<file path="src/rtl/pong_pkg.sv">
`default_nettype none
// +----------------------------------------------------------------------+
// | pong_pkg: shared field geometry, ball FSM states and helpers.        |
// | Revision: 1.0                                                        |
// +----------------------------------------------------------------------+
package pong_pkg;

   localparam int H_RES     = 640;
   localparam int V_RES     = 480;
   localparam int BALL_SIZE = 8;
   localparam int PAD_HALF  = 20;

   typedef logic [9:0] coord_t;

   typedef enum logic [2:0] {
      IDLE       = 3'd0,
      SERVE_WAIT = 3'd1,
      PLAY       = 3'd2,
      POINT      = 3'd3,
      GAMEOVER   = 3'd4
   } ball_state_t;

   localparam coord_t BALL_X0 = coord_t'(H_RES / 2 - BALL_SIZE / 2);
   localparam coord_t BALL_Y0 = coord_t'(V_RES / 2 - BALL_SIZE / 2);

   // Additions only, in 11 bits, so paddles near the top edge cannot underflow.
   function automatic logic overlap(input coord_t by, input coord_t py);
      logic [10:0] b;
      logic [10:0] p;
      b = {1'b0, by};
      p = {1'b0, py};
      return (b + 11'(BALL_SIZE + PAD_HALF) > p) && (b < p + 11'(PAD_HALF));
   endfunction

   function automatic logic [3:0] sat_inc(input logic [3:0] v, input logic [3:0] lim);
      return (v >= lim) ? v : v + 4'd1;
   endfunction

endpackage
`default_nettype wire

</file>
<file path="src/rtl/tick_gen.sv">
`default_nettype none
// +----------------------------------------------------------------------+
// | tick_gen: free-running prescaler, one-clk tick every 2^TICK_DIV clk.  |
// | Revision: 1.0                                                        |
// +----------------------------------------------------------------------+
module tick_gen #(
   parameter int TICK_DIV = 18
) (
   input  logic clk,
   input  logic rst_n,
   output logic tick
);

   logic [TICK_DIV-1:0] r_cnt;

   always_ff @(posedge clk or negedge rst_n) begin
      if (!rst_n) r_cnt <= '0;
      else        r_cnt <= r_cnt + TICK_DIV'(1);
   end

   assign tick = &r_cnt;

endmodule
`default_nettype wire

</file>
<file path="src/rtl/ball_engine.sv">
`default_nettype none
// +----------------------------------------------------------------------+
// | ball_engine: Pong ball motion, collisions, scoring and serve FSM.    |
// | Revision: 1.0                                                        |
// +----------------------------------------------------------------------+
module ball_engine
   import pong_pkg::*;
#(
   parameter int PAD_L_X     = 16,
   parameter int PAD_R_X     = 616,
   parameter int PAD_W       = 8,
   parameter int TICK_DIV    = 18,
   parameter int SERVE_DELAY = 64,
   parameter int WIN_SCORE   = 9
) (
   input  logic       clk,
   input  logic       rst_n,
   input  logic       serve_n,
   input  logic [9:0] pad_l_y,
   input  logic [9:0] pad_r_y,
   output logic [9:0] ball_x,
   output logic [9:0] ball_y,
   output logic [3:0] score_l,
   output logic [3:0] score_r,
   output logic       game_over,
   output logic       hit_pulse,
   output logic       point_pulse
);

   localparam int              c_sc_w    = (SERVE_DELAY > 1) ? $clog2(SERVE_DELAY) : 1;
   localparam logic [c_sc_w-1:0] c_sc_last = c_sc_w'(SERVE_DELAY - 1);
   localparam logic [3:0]      c_win     = 4'(WIN_SCORE);

   ball_state_t       r_state, w_state_nx;
   coord_t            r_ball_x, r_ball_y, w_x_nx, w_y_nx;
   logic              r_dir_x, r_dir_y, w_dir_x_nx, w_dir_y_nx;
   logic [3:0]        r_score_l, r_score_r, w_score_l_nx, w_score_r_nx, w_score_inc;
   logic [c_sc_w-1:0] r_serve_cnt, w_cnt_nx;
   logic              r_scorer_r, w_scorer_nx;
   logic              r_hit, r_point, r_game_over, w_hit_nx, w_point_nx;
   logic              r_serve_meta, r_serve_sync, r_serve_prev;
   logic              w_tick, w_serve_evt;
   logic              w_top, w_bot, w_hit_l, w_hit_r, w_miss_l, w_miss_r, w_dx, w_dy;

   tick_gen #(.TICK_DIV(TICK_DIV)) u_tick (
      .clk   (clk),
      .rst_n (rst_n),
      .tick  (w_tick)
   );

   // Idle-high reset so a held-released button does not look like a press.
   always_ff @(posedge clk or negedge rst_n) begin
      if (!rst_n) begin
         r_serve_meta <= 1'b1;
         r_serve_sync <= 1'b1;
         r_serve_prev <= 1'b1;
      end else begin
         r_serve_meta <= serve_n;
         r_serve_sync <= r_serve_meta;
         r_serve_prev <= r_serve_sync;
      end
   end
   assign w_serve_evt = r_serve_prev & ~r_serve_sync;

   assign w_top    = ~r_dir_y && (r_ball_y == '0);
   assign w_bot    =  r_dir_y && ({1'b0, r_ball_y} + 11'(BALL_SIZE) == 11'(V_RES));
   assign w_hit_l  = ~r_dir_x && (r_ball_x == coord_t'(PAD_L_X + PAD_W)) && overlap(r_ball_y, pad_l_y);
   assign w_hit_r  =  r_dir_x && ({1'b0, r_ball_x} + 11'(BALL_SIZE) == 11'(PAD_R_X))
                              && overlap(r_ball_y, pad_r_y);
   assign w_miss_l = ~r_dir_x && (r_ball_x == '0);
   assign w_miss_r =  r_dir_x && ({1'b0, r_ball_x} + 11'(BALL_SIZE) == 11'(H_RES));
   assign w_dx     = w_hit_l | (r_dir_x & ~w_hit_r);
   assign w_dy     = w_top   | (r_dir_y & ~w_bot);
   assign w_score_inc = sat_inc(r_scorer_r ? r_score_r : r_score_l, c_win);

   always_comb begin
      w_state_nx   = r_state;
      w_x_nx       = r_ball_x;
      w_y_nx       = r_ball_y;
      w_dir_x_nx   = r_dir_x;
      w_dir_y_nx   = r_dir_y;
      w_score_l_nx = r_score_l;
      w_score_r_nx = r_score_r;
      w_cnt_nx     = r_serve_cnt;
      w_scorer_nx  = r_scorer_r;
      w_hit_nx     = 1'b0;
      w_point_nx   = 1'b0;
      case (r_state)
         IDLE: begin
            w_x_nx = BALL_X0;
            w_y_nx = BALL_Y0;
            if (w_serve_evt) begin
               w_state_nx = SERVE_WAIT;
               w_cnt_nx   = '0;
            end
         end
         SERVE_WAIT: begin
            if (w_tick) begin
               if (r_serve_cnt == c_sc_last) w_state_nx = PLAY;
               else                          w_cnt_nx   = r_serve_cnt + c_sc_w'(1);
            end
         end
         PLAY: begin
            if (w_tick) begin
               if (w_miss_l || w_miss_r) begin
                  w_state_nx  = POINT;
                  w_scorer_nx = w_miss_l;
               end else begin
                  w_dir_x_nx = w_dx;
                  w_dir_y_nx = w_dy;
                  w_x_nx     = w_dx ? r_ball_x + 10'd1 : r_ball_x - 10'd1;
                  w_y_nx     = w_dy ? r_ball_y + 10'd1 : r_ball_y - 10'd1;
                  w_hit_nx   = w_hit_l | w_hit_r;
               end
            end
         end
         POINT: begin
            w_point_nx = 1'b1;
            w_x_nx     = BALL_X0;
            w_y_nx     = BALL_Y0;
            // Next serve travels toward whoever just conceded.
            w_dir_x_nx = ~r_scorer_r;
            if (r_scorer_r) w_score_r_nx = w_score_inc;
            else            w_score_l_nx = w_score_inc;
            w_cnt_nx   = '0;
            w_state_nx = (w_score_inc == c_win) ? GAMEOVER : SERVE_WAIT;
         end
         GAMEOVER: begin
            w_x_nx = BALL_X0;
            w_y_nx = BALL_Y0;
            if (w_serve_evt) begin
               w_score_l_nx = '0;
               w_score_r_nx = '0;
               w_dir_x_nx   = 1'b1;
               w_cnt_nx     = '0;
               w_state_nx   = SERVE_WAIT;
            end
         end
         default: w_state_nx = IDLE;
      endcase
   end

   always_ff @(posedge clk or negedge rst_n) begin
      if (!rst_n) begin
         r_state     <= IDLE;
         r_ball_x    <= BALL_X0;
         r_ball_y    <= BALL_Y0;
         r_dir_x     <= 1'b1;
         r_dir_y     <= 1'b1;
         r_score_l   <= '0;
         r_score_r   <= '0;
         r_serve_cnt <= '0;
         r_scorer_r  <= 1'b0;
         r_hit       <= 1'b0;
         r_point     <= 1'b0;
         r_game_over <= 1'b0;
      end else begin
         r_state     <= w_state_nx;
         r_ball_x    <= w_x_nx;
         r_ball_y    <= w_y_nx;
         r_dir_x     <= w_dir_x_nx;
         r_dir_y     <= w_dir_y_nx;
         r_score_l   <= w_score_l_nx;
         r_score_r   <= w_score_r_nx;
         r_serve_cnt <= w_cnt_nx;
         r_scorer_r  <= w_scorer_nx;
         r_hit       <= w_hit_nx;
         r_point     <= w_point_nx;
         r_game_over <= (w_state_nx == GAMEOVER);
      end
   end

   assign ball_x      = r_ball_x;
   assign ball_y      = r_ball_y;
   assign score_l     = r_score_l;
   assign score_r     = r_score_r;
   assign game_over   = r_game_over;
   assign hit_pulse   = r_hit;
   assign point_pulse = r_point;

endmodule
`default_nettype wire
</file>
<file path="config.mk">
export PLATFORM = sky130hd
export DESIGN_NAME = ball_engine
export DESIGN_NICKNAME = d
export VERILOG_FILES = /design/src/rtl/pong_pkg.sv /design/src/rtl/tick_gen.sv /design/src/rtl/ball_engine.sv
export SDC_FILE = /design/constraint.sdc
export NUM_CORES = 1
export LEC_CHECK = 0
export CAP_MARGIN = 25
export CORE_MARGIN = 10
export CORE_UTILIZATION = 40
export DETAILED_ROUTE_END_ITERATION = 7
export SYNTH_ARGS = -nofsm -noshare
export SYNTH_HDL_FRONTEND = slang
export SYNTH_HIERARCHICAL = 1
export SYNTH_SLANG_ARGS = --single-unit
</file>
<file path="constraint.sdc">
create_clock -name clk -period 12.3 [get_ports clk]
set_input_delay 3.075 -clock clk [delete_from_list [all_inputs] [get_ports clk]]
set_output_delay 3.075 -clock clk [all_outputs]
set_load 0.03 [all_outputs]
</file>
# After elaboration in Yosys (flattened, before gate mapping)
# Index checks and enable logic that the tools add are counted.
# classes
add_sub_neg	12
magnitude_cmp	5
n_eq_ne	19
mux	34
n_bitwise	13
reduce_logical	28
# ops
cell	count
$mux W10	6
$pmux W10 S2	2
$reduce_and A20 Y1	2
$add A10 B5 Y11 const B	3
$add A10 B4 Y11 const B	2
$eq A11 B10 Y1 const B	2
$gt A11 B10 Y1	2
$lt A10 B11 Y1	2
$add A10 B1 Y10 const B	2
$logic_not A10 Y1	2
$mux W4	5
$sub A10 B1 Y10 const B	2
$add A18 B1 Y18 const B	1
$mux W3	6
$mux W6	3
$pmux W6 S3	1
$reduce_and A18 Y1	1
$pmux W4 S2	2
$pmux W3 S4	1
$eq A11 B9 Y1 const B	1
$eq A10 B5 Y1 const B	1
$logic_and A1 B1 Y1	10
$ne A2 B2 Y1 const B	5
$reduce_and A3 Y1	3
other kinds (21)	44
# word_totals
regBits	64
in_bits	23
out_inout_bits	31

# Longest topological paths before layout
# Gate-level depths: netlist (run 1).
# logic_depth
ltp_word	11
ltp_mapped	21
mapped_depth_nobuf	21

# By module
# Netlist (run 1), hierarchy kept.
# modules_own_cells
mod	instances	cells_each	area_each_um2
ball_engine	1	476	4217.8
tick_gen	1	63	799.5

# Worst setup path before layout (run 1)
# No wires, ideal clock.
# synth_timing
path_type	input -> register
from	in pad_r_y[2]
to	reg r_ball_x[9], in the netlist ball_x[9]
setup_ns	0.121
arrival_time_ns	6.923
t_required_ns	12.179
path_slack_ns	5.256
cell_stages	18
cell_sequence	ha_1 o2111ai_1 xnor2_1 ha_1 a2111oi_0 o21a_1 a211oi_1 a2111o_1 a22o_1 inv_1 ha_1 a21oi_1 o211ai_1 o41ai_1 o21ai_0 xnor2_2 o21ai_1 a22o_1
# synth_between
elab_chain_cells	11
elab_cells_between_ends	12
classes_between	add/sub (1); order compare (2); mux (4); bitwise (3); reduce/logical (2)
# synth_rtl
element	line_no	text
start, declared	ball_engine.sv:20	input logic [9:0] pad_r_y,
$add A10 B5 Y11	pong_pkg.sv:32	return (b + 11'(BALL_SIZE + PAD_HALF) > p) && (b < p + 11'(PAD_HALF));
$lt A10 B11 Y1	pong_pkg.sv:32	
$logic_and A1 B1 Y1 (*)	pong_pkg.sv:32	
$logic_and A1 B1 Y1 (*)	ball_engine.sv:69	&& overlap(r_ball_y, pad_r_y);
$not A1 Y1 (*)	ball_engine.sv:72	assign w_dx = w_hit_l | (r_dir_x & ~w_hit_r);
$and A1 B1 Y1 (*)	ball_engine.sv:72	
$or A1 B1 Y1 (*)	ball_engine.sv:72	
$mux W10 (*)	ball_engine.sv:111	w_x_nx = w_dx ? r_ball_x + 10'd1 : r_ball_x - 10'd1;
$mux W10 (*)	ball_engine.sv:105	if (w_miss_l || w_miss_r) begin
$mux W10 (*)	ball_engine.sv:104	if (w_tick) begin
$pmux W10 S2 (*)	ball_engine.sv:88	case (r_state)
end signal, assigned	ball_engine.sv:159	r_ball_x <= w_x_nx;
end, declared	ball_engine.sv:35	coord_t r_ball_x, r_ball_y, w_x_nx, w_y_nx;
# Mark *: on every way between the ends. The rest lies on a longest branch, timed or not. The select of a mux whose other input is x is not followed.
# A chain may end at the register's enable or synchronous reset.

# Worst setup path after layout (run 1)
# layout_timing
from	in pad_r_y[4]
to	reg r_ball_x[9], in the netlist ball_x[9]
# Same word-level chain as after synthesis.

==> reports/results.txt, run 1 <==
Run status - finished, final reports clean
Upper clock frequency limit - 0.1263 GHz
Mean number of vias per cell - 5.302
Number of primary I/O pins - 54
Kind of critical path - in -> reg
TritonCTS clock tree - done
Peak per-stage delay on the critical path - 590 ps
Cell Pwr Density - 125.7 mW/mm^2
Detailed-route wire length per cell - 15.37 microns
Worst-path fanout max - 9
Main combinational cell family by area after synthesis - adder cells
Die Y-Extent - 132.0 microns
Count of antenna diodes in the layout - 0
# Post-CTS Setup Buffers - 0
Flip-flop and latch count after synthesis - 64
Max clock buf depth - 2
Post-Synth Simple-Gate Area - 16.91%
Required time of the critical path - 12520 ps
Number of instances in the synthesized netlist - 539
Final weighted congestion of routability-driven global placement - 0.8954
Maximum number of pins on one net before global-route repair - 65
Root buffer cell - sky130_fd_sc_hd__clkbuf_16
Post-detailed-route count of antenna-violating nets - 0
Commonest non-fill, non-tap cell in the layout - sky130_fd_sc_hd__ha_1
Arrival time at the worst endpoint - 8130 ps
Die Wd - 132.0 microns
Post-route DRC - 0
Final critical-path required period - 7917 ps
Crit end category - register
Cell chain of the critical path - clkdlybuf4s50_1 > a21oi_1 > nor3_1 > nand3_1 > xnor2_1 > ha_1 > a2111oi_0 > o21a_1 > a211oi_1 > a2111o_1 > a22o_1 > inv_1 > ha_1 > a21oi_1 > o211ai_1 > o41ai_1 > o21ai_0 > xnor2_2 > o21ai_1 > a22o_1
Count of standard-cell rows - 40
Cell types occupying the most area after synthesis - sky130_fd_sc_hd__dfrtp_1, sky130_fd_sc_hd__ha_1, sky130_fd_sc_hd__dfstp_2
YS warnings - 6
Die ar. - 0.01742 sq mm
Clk slew on worst S/H paths - 60 ps
Fin Clk Skew - 9.637 ps
Dominant cell type by area after synthesis - sky130_fd_sc_hd__dfrtp_1
Top library cells by usage in the layout, fill and taps aside - sky130_fd_sc_hd__ha_1, sky130_fd_sc_hd__clkdlybuf4s50_1, sky130_fd_sc_hd__inv_1, sky130_fd_sc_hd__dfrtp_1, sky130_fd_sc_hd__xnor2_1
Detailed Route Iter0 Violations - 201
Overall global routing resource usage - 13.49%
Post-synthesis xor/xnor area fraction - 9.401%
Maximum capacitance violations - 0
Highest layer used for signal routing - met4
Detailed placement HPWL - 8809 microns
Master of the slowest instance on the critical path - sky130_fd_sc_hd__clkdlybuf4s50_1
Worst slew margin - 45.34%
Area growth, synth to finish - 19.00%
Proportion of synthesized chip area in sequential cells - 32.29%
Leak Pwr - 0.002654 uW
Actual slew at the worst max-slew pin - 819.9 ps
Maximum resistive drop on vdd - 0.07423 mV
Post-layout net count - 683
Length of the first detailed-routing pass in iterations - 4
Detail Route met3 WL - 527 microns
Number of H-tree levels - 3
Count of distinct cell types in the synthesized netlist - 62
Overall via count from detail_route - 4061
Post-synthesis mux area share - 3.217%
Starting utilization of the core area - 41.26%
Worst Hold Slack - 353.6 ps
Count of port buffers added during placement - 53
Fraction of registers with async set/reset - 100.0%
Detailed Route WL - 11780 microns
Final setup TNS - 0 ps
Via count of the first global-routing pass - 4073
Count of final max-slew check failures - 0
Worst skew pair latency - 330 ps
Area share of the largest cell type after synthesis - 24.44%
Synthesized area divided by synthesized cell count - 9.309 sq um
Final setup vio count - 0
Clock buffer count from CTS - 9
Crit start category - input pin
WL met1 - 5550 microns
Total power consumption of the routed design - 750.6 uW
Layout cell share with drive strength beyond 1 - 8.696%
Arithmetic-cell share of the synthesized area counting full adders, half adders and majority gates - 17.01%
Syn Nets - 629
Post-cts repair resize count - 0
TritonCTS sink count - 64
Final Cycle Share - 64.37%
Wire length of the first global-routing pass - 19820 microns
Final hold violations - 0
Cell area after technology mapping - 0.005017 sq mm
Sum of met2 wire segment lengths after detailed routing - 5558 microns
Type of the most critical hold path - reg -> reg
Unrepaired setup endpoints after global routing - no
Total global routing overflow - 0
EDFF count, synth - 0
Number of antenna violations at the first check in global routing - 0
Cts hold-fix bufs - 0
Std-Cell Core Area - 0.01216 sq mm
Most instantiated flip-flop cell in the synthesis netlist - sky130_fd_sc_hd__dfrtp_1
Complex-gate fraction of the synthesized area - 16.36%
per-stage QoR:
| stage | instance area, sq um | util [%] | worst slack, ps | cells |
|---|---|---|---|---|
| after floorplan | 5017 | - | 5256 | 539 |
| after global placement | 5703 | 46.89 | 4355 | 750 |
| after detailed placement | 5703 | 46.89 | 4116 | 750 |
| after CTS | 5971 | 49.09 | 4429 | 766 |
| after global routing | 5971 | 49.09 | 3952 | 766 |
| final | 5971 | 49.09 | 4383 | 766 |
worst paths after layout:
kind / startpoint / endpoint / slack (ps) / depth (start not counted)
setup / recovery: pad_r_y[4] / ball_x[9] / 4380 / 20
hold / removal: r_serve_meta / r_serve_sync / 350 / 0
setup reg to reg: ball_y[3] / ball_x[9] / 6930 / 21
hold reg to reg: r_serve_meta / r_serve_sync / 350 / 0
max in group asynchronous: rst_n / hit_pulse / 8830 / 2
min in group asynchronous: rst_n / score_r[3] / 2910 / 2
cell usage after synthesis, drive strengths merged (7+ instances only):
library cell and n:
a21o 7, a21oi 34, dfrtp 49, dfstp 15
ha 65, inv 49, mux2 9, nand2 36
nand3 25, nand4 11, nor2 28, nor2b 7
nor3 13, o21a 7, o21ai 27, o22a 8
or3 7, xnor2 39, xor2 14
sequential cells by signal, indices dropped and copies added (netlist names):
register	count
r_serve_prev	1
ball_y	10
game_over	1
hit_pulse	1
r_serve_sync	1
point_pulse	1
r_scorer_r	1
ball_x	10
score_l	4
r_serve_cnt	6
r_state	3
r_dir_x	1
u_tick/r_cnt	18
r_serve_meta	1
score_r	4
r_dir_y	1
power by group:
part	internal [uW]	leakage [uW]	switching, uW
clock network	141	0.000130	88.3
logic	116	0.00171	143
registers	228	0.000817	33.5
critical path, delay by kind of cell:
family                   cells  cell delay, ps
AO/OA/AOI/OAI               12            2900
XOR/XNOR                     2             350
adder cells (fa/ha/maj)      2             490
buffers and inverters        2             880
AND/OR/NAND/NOR              2             440
kinds of logic after synthesis:
family                     Yosys count
DFF                                 64
buffers and inverters               60
muxes                               15
adders and majority gates           67
AOI/OAI and AO/OA                  125
xor gates and xnor gates            53
and+or+nand+nor                    155
layer usage:
metal | track usage (%) | vias up
met4 | 3.214 | 0
met2 | 22.29 | 80
met3 | 3.430 | 10
li1 | - | 2051
met5 | 0 | -
met1 | 17.15 | 1920
area by class of cell:
type                    count  area (sq um)
fillers                  1170          6191
multi-input cells         415          3156
flip-flops and latches     64          1620
repair buffers             54         533.0
clock buffers              13         250.2
well taps                 168         210.2
inverters                  49         183.9
clock inverters             3         17.52
(Power assumes the default switching activity.)
==> inputs of run 2 (changes only) <==
==> constraint.sdc (replaced) <==
create_clock -name clk -period 7.5 [get_ports clk]
set_input_delay 1.875 -clock clk [delete_from_list [all_inputs] [get_ports clk]]
set_output_delay 1.875 -clock clk [all_outputs]
set_load 0.03 [all_outputs]
==> run 2 against run 1 <==
  * Clock skew about the same
  * Wire length up 1.7%
  * Die area unchanged
  * Highest routed layer unchanged
  * Sequential power up 64%
  * Core utilization up 0.64 points
  * Largest cell class unchanged
  * Critical endpoint unchanged
  * Cell count unchanged
  * Critical path type unchanged
  * Total power up 79%
  * Register-to-register slack worse by 4700 ps
  * Worst setup slack worse by 3500 ps
==> reports/results.txt, run 2 (synthesis gave the netlist of run 1 again) <==
Count of antenna diodes in the layout - 0 (unchanged)
Area growth, synth to finish - 20.55% (was 19.00%)
Overall global routing resource usage - 13.65% (was 13.49%)
Std-Cell Core Area - 0.01216 sq mm (unchanged)
Starting utilization of the core area - 41.26% (unchanged)
Worst-path fanout max - 9 (unchanged)
Die ar. - 0.01742 sq mm (unchanged)
Worst slew margin - 45.64% (was 45.34%)
Layout cell share with drive strength beyond 1 - 9.197% (was 8.696%)
Commonest non-fill, non-tap cell in the layout - sky130_fd_sc_hd__ha_1 (unchanged)
Via count of the first global-routing pass - 4170 (was 4073)
Post-detailed-route count of antenna-violating nets - 0 (unchanged)
Most flops, register - u_tick/r_cnt (unchanged)
Maximum resistive drop on vdd - 0.1125 mV (was 0.07423 mV)
Top library cells by usage in the layout, fill and taps aside - sky130_fd_sc_hd__ha_1, sky130_fd_sc_hd__clkdlybuf4s50_1, sky130_fd_sc_hd__inv_1, sky130_fd_sc_hd__dfrtp_1, sky130_fd_sc_hd__xnor2_1 (unchanged)
Crit start category - input pin (unchanged)
TritonCTS sink count - 64 (unchanged)
Max clock buf depth - 2 (unchanged)
Detailed Route Iter0 Violations - 201 (unchanged)
Upper clock frequency limit - 0.1509 GHz
Run status - finished, final reports clean (unchanged)
Detailed-route wire length per cell - 15.64 microns (was 15.37 microns)
Die Wd - 132.0 microns (unchanged)
Final setup vio count - 0 (unchanged)
Maximum number of pins on one net before global-route repair - 65 (unchanged)
Die Y-Extent - 132.0 microns (unchanged)
Count of final max-slew check failures - 0 (unchanged)
Post-cts repair resize count - 0 (unchanged)
Final hold violations - 0 (unchanged)
Root buffer cell - sky130_fd_sc_hd__clkbuf_16 (unchanged)
Clk slew on worst S/H paths - 60 ps (about the same)
Detailed Route WL - 11980 microns (was 11780 microns)
Clock buffer count from CTS - 9 (unchanged)
Final setup TNS - 0 ps (unchanged)
Post-layout net count - 683 (unchanged)
Number of H-tree levels - 3 (unchanged)
Max FFs per register - 18 (unchanged)
Unrepaired setup endpoints after global routing - no (unchanged)
Cell Pwr Density - 221.7 mW/mm^2 (was 125.7 mW/mm^2)
Standard cell area after detailed placement - 0.005703 sq mm (unchanged)
Required time of the critical path - 7720 ps (was 12520 ps)
Type of the most critical hold path - reg -> reg (unchanged)
Fin Clk Skew - 9.883 ps (was 9.637 ps)
Number of antenna violations at the first check in global routing - 0 (unchanged)
Count of standard-cell rows - 40 (unchanged)
Crit end category - register (unchanged)
Number of primary I/O pins - 54 (unchanged)
Actual slew at the worst max-slew pin - 815.5 ps (was 819.9 ps)
Final weighted congestion of routability-driven global placement - 0.8951 (was 0.8954)
Mean number of vias per cell - 5.338 (was 5.302)
# Post-CTS Setup Buffers - 0 (unchanged)
Count of port buffers added during placement - 53 (unchanged)
Post-Layout Inst Area - 0.006048 sq mm (was 0.005971 sq mm)
Overall via count from detail_route - 4089 (was 4061)
TritonCTS clock tree - done (unchanged)
Wire length of the first global-routing pass - 20170 microns (was 19820 microns)
Post-route DRC - 0 (unchanged)
Final Cycle Share - 88.38%
Final critical-path required period - 6629 ps
Maximum capacitance violations - 0 (unchanged)
Filler Cells Inserted - 1149 (was 1170)
Detailed placement HPWL - 8855 microns (was 8809 microns)
Length of the first detailed-routing pass in iterations - 4 (unchanged)
Total global routing overflow - 0 (unchanged)
Worst skew pair latency - 330 ps (about the same)
Leak Pwr - 0.002690 uW (was 0.002654 uW)
Kind of critical path - in -> reg (unchanged)
Cts hold-fix bufs - 0 (unchanged)
Arrival time at the worst endpoint - 6850 ps (was 8130 ps)
run 2: cell count changes in the layout (fill, tap and decap cells not counted):
cell | before | now
sky130_fd_sc_hd__clkbuf_1 | 3 | 0
sky130_fd_sc_hd__clkinv_4 | 0 | 2
sky130_fd_sc_hd__bufinv_16 | 0 | 3
sky130_fd_sc_hd__clkbuf_8 | 1 | 0
sky130_fd_sc_hd__clkinv_2 | 2 | 1
run 2: area by class of cell:
class                      instances  area, sq um  share of cell area [%]
clock inverter                     7        120.1                   1.986
sequential                        64         1620                   26.79
timing repair buffer              54        533.0                   8.813
tap                              168        210.2                   3.475
clock buffer                       9        225.2                   3.724
inverter                          49        183.9                   3.041
multi-input combinational        415         3156                   52.17
run 2: final timing paths:
kind / from / cells past startpoint / slack, ps / to
min reg2reg: r_serve_meta / 0 / 360 / r_serve_sync
min: r_serve_meta / 0 / 360 / r_serve_sync
max reg2reg: ball_y[3] / 21 / 2190 / ball_x[9]
max: pad_r_y[2] / 19 / 870 / ball_x[9]
max in group asynchronous: rst_n / 2 / 5230 / ball_y[9]
min in group asynchronous: rst_n / 2 / 1690 / score_l[3]
run 2: critical path, stage by stage:
cell and delay, ps:
sky130_fd_sc_hd__clkdlybuf4s50_1 480, sky130_fd_sc_hd__ha_1 270, sky130_fd_sc_hd__o2111ai_1 250, sky130_fd_sc_hd__xnor2_1 170, sky130_fd_sc_hd__ha_1 270, sky130_fd_sc_hd__a2111oi_0 430, sky130_fd_sc_hd__o21a_1 180, sky130_fd_sc_hd__a211oi_1 80
sky130_fd_sc_hd__a2111o_1 440, sky130_fd_sc_hd__a22o_1 310, sky130_fd_sc_hd__inv_1 270, sky130_fd_sc_hd__ha_1 300, sky130_fd_sc_hd__a21oi_1 190, sky130_fd_sc_hd__o211ai_1 150, sky130_fd_sc_hd__o41ai_1 440, sky130_fd_sc_hd__o21ai_0 270
sky130_fd_sc_hd__xnor2_2 200, sky130_fd_sc_hd__o21ai_1 80, sky130_fd_sc_hd__a22o_1 200
run 2: power breakdown:
group | total, uW | switching, uW | internal, uW
Sequential | 430 | 56.0 | 374
Combinational | 427 | 236 | 191
Clock | 484 | 159 | 325
Total | 1340 | 451 | 890
run 2: stage by stage:
| step | hold slack, ps | power, uW | setup slack [ps] | utilization, % | std cells |
|---|---|---|---|---|---|
| finish | 355.4 | 1341 | 871.4 | 49.73 | 766 |
| global route | 363.1 | 1433 | 618.5 | 49.73 | 766 |
| CTS | 357.4 | 1353 | 883.4 | 49.73 | 766 |
| detailed placement | 349.0 | 861.1 | 564.0 | 46.89 | 750 |
| global placement | 345.6 | 843.6 | 755.8 | 46.89 | 750 |
| floorplan | 345.2 | 732.2 | 1656 | - | 539 |
run 2: layer usage:
layer | GRT usage [%] | up-vias | wire, microns
met4 | 4.759 | 0 | 180
met2 | 22.23 | 73 | 5659
li1 | - | 2047 | -
met1 | 17.47 | 1956 | 5650
met5 | 0 | - | 0
met3 | 2.782 | 13 | 489
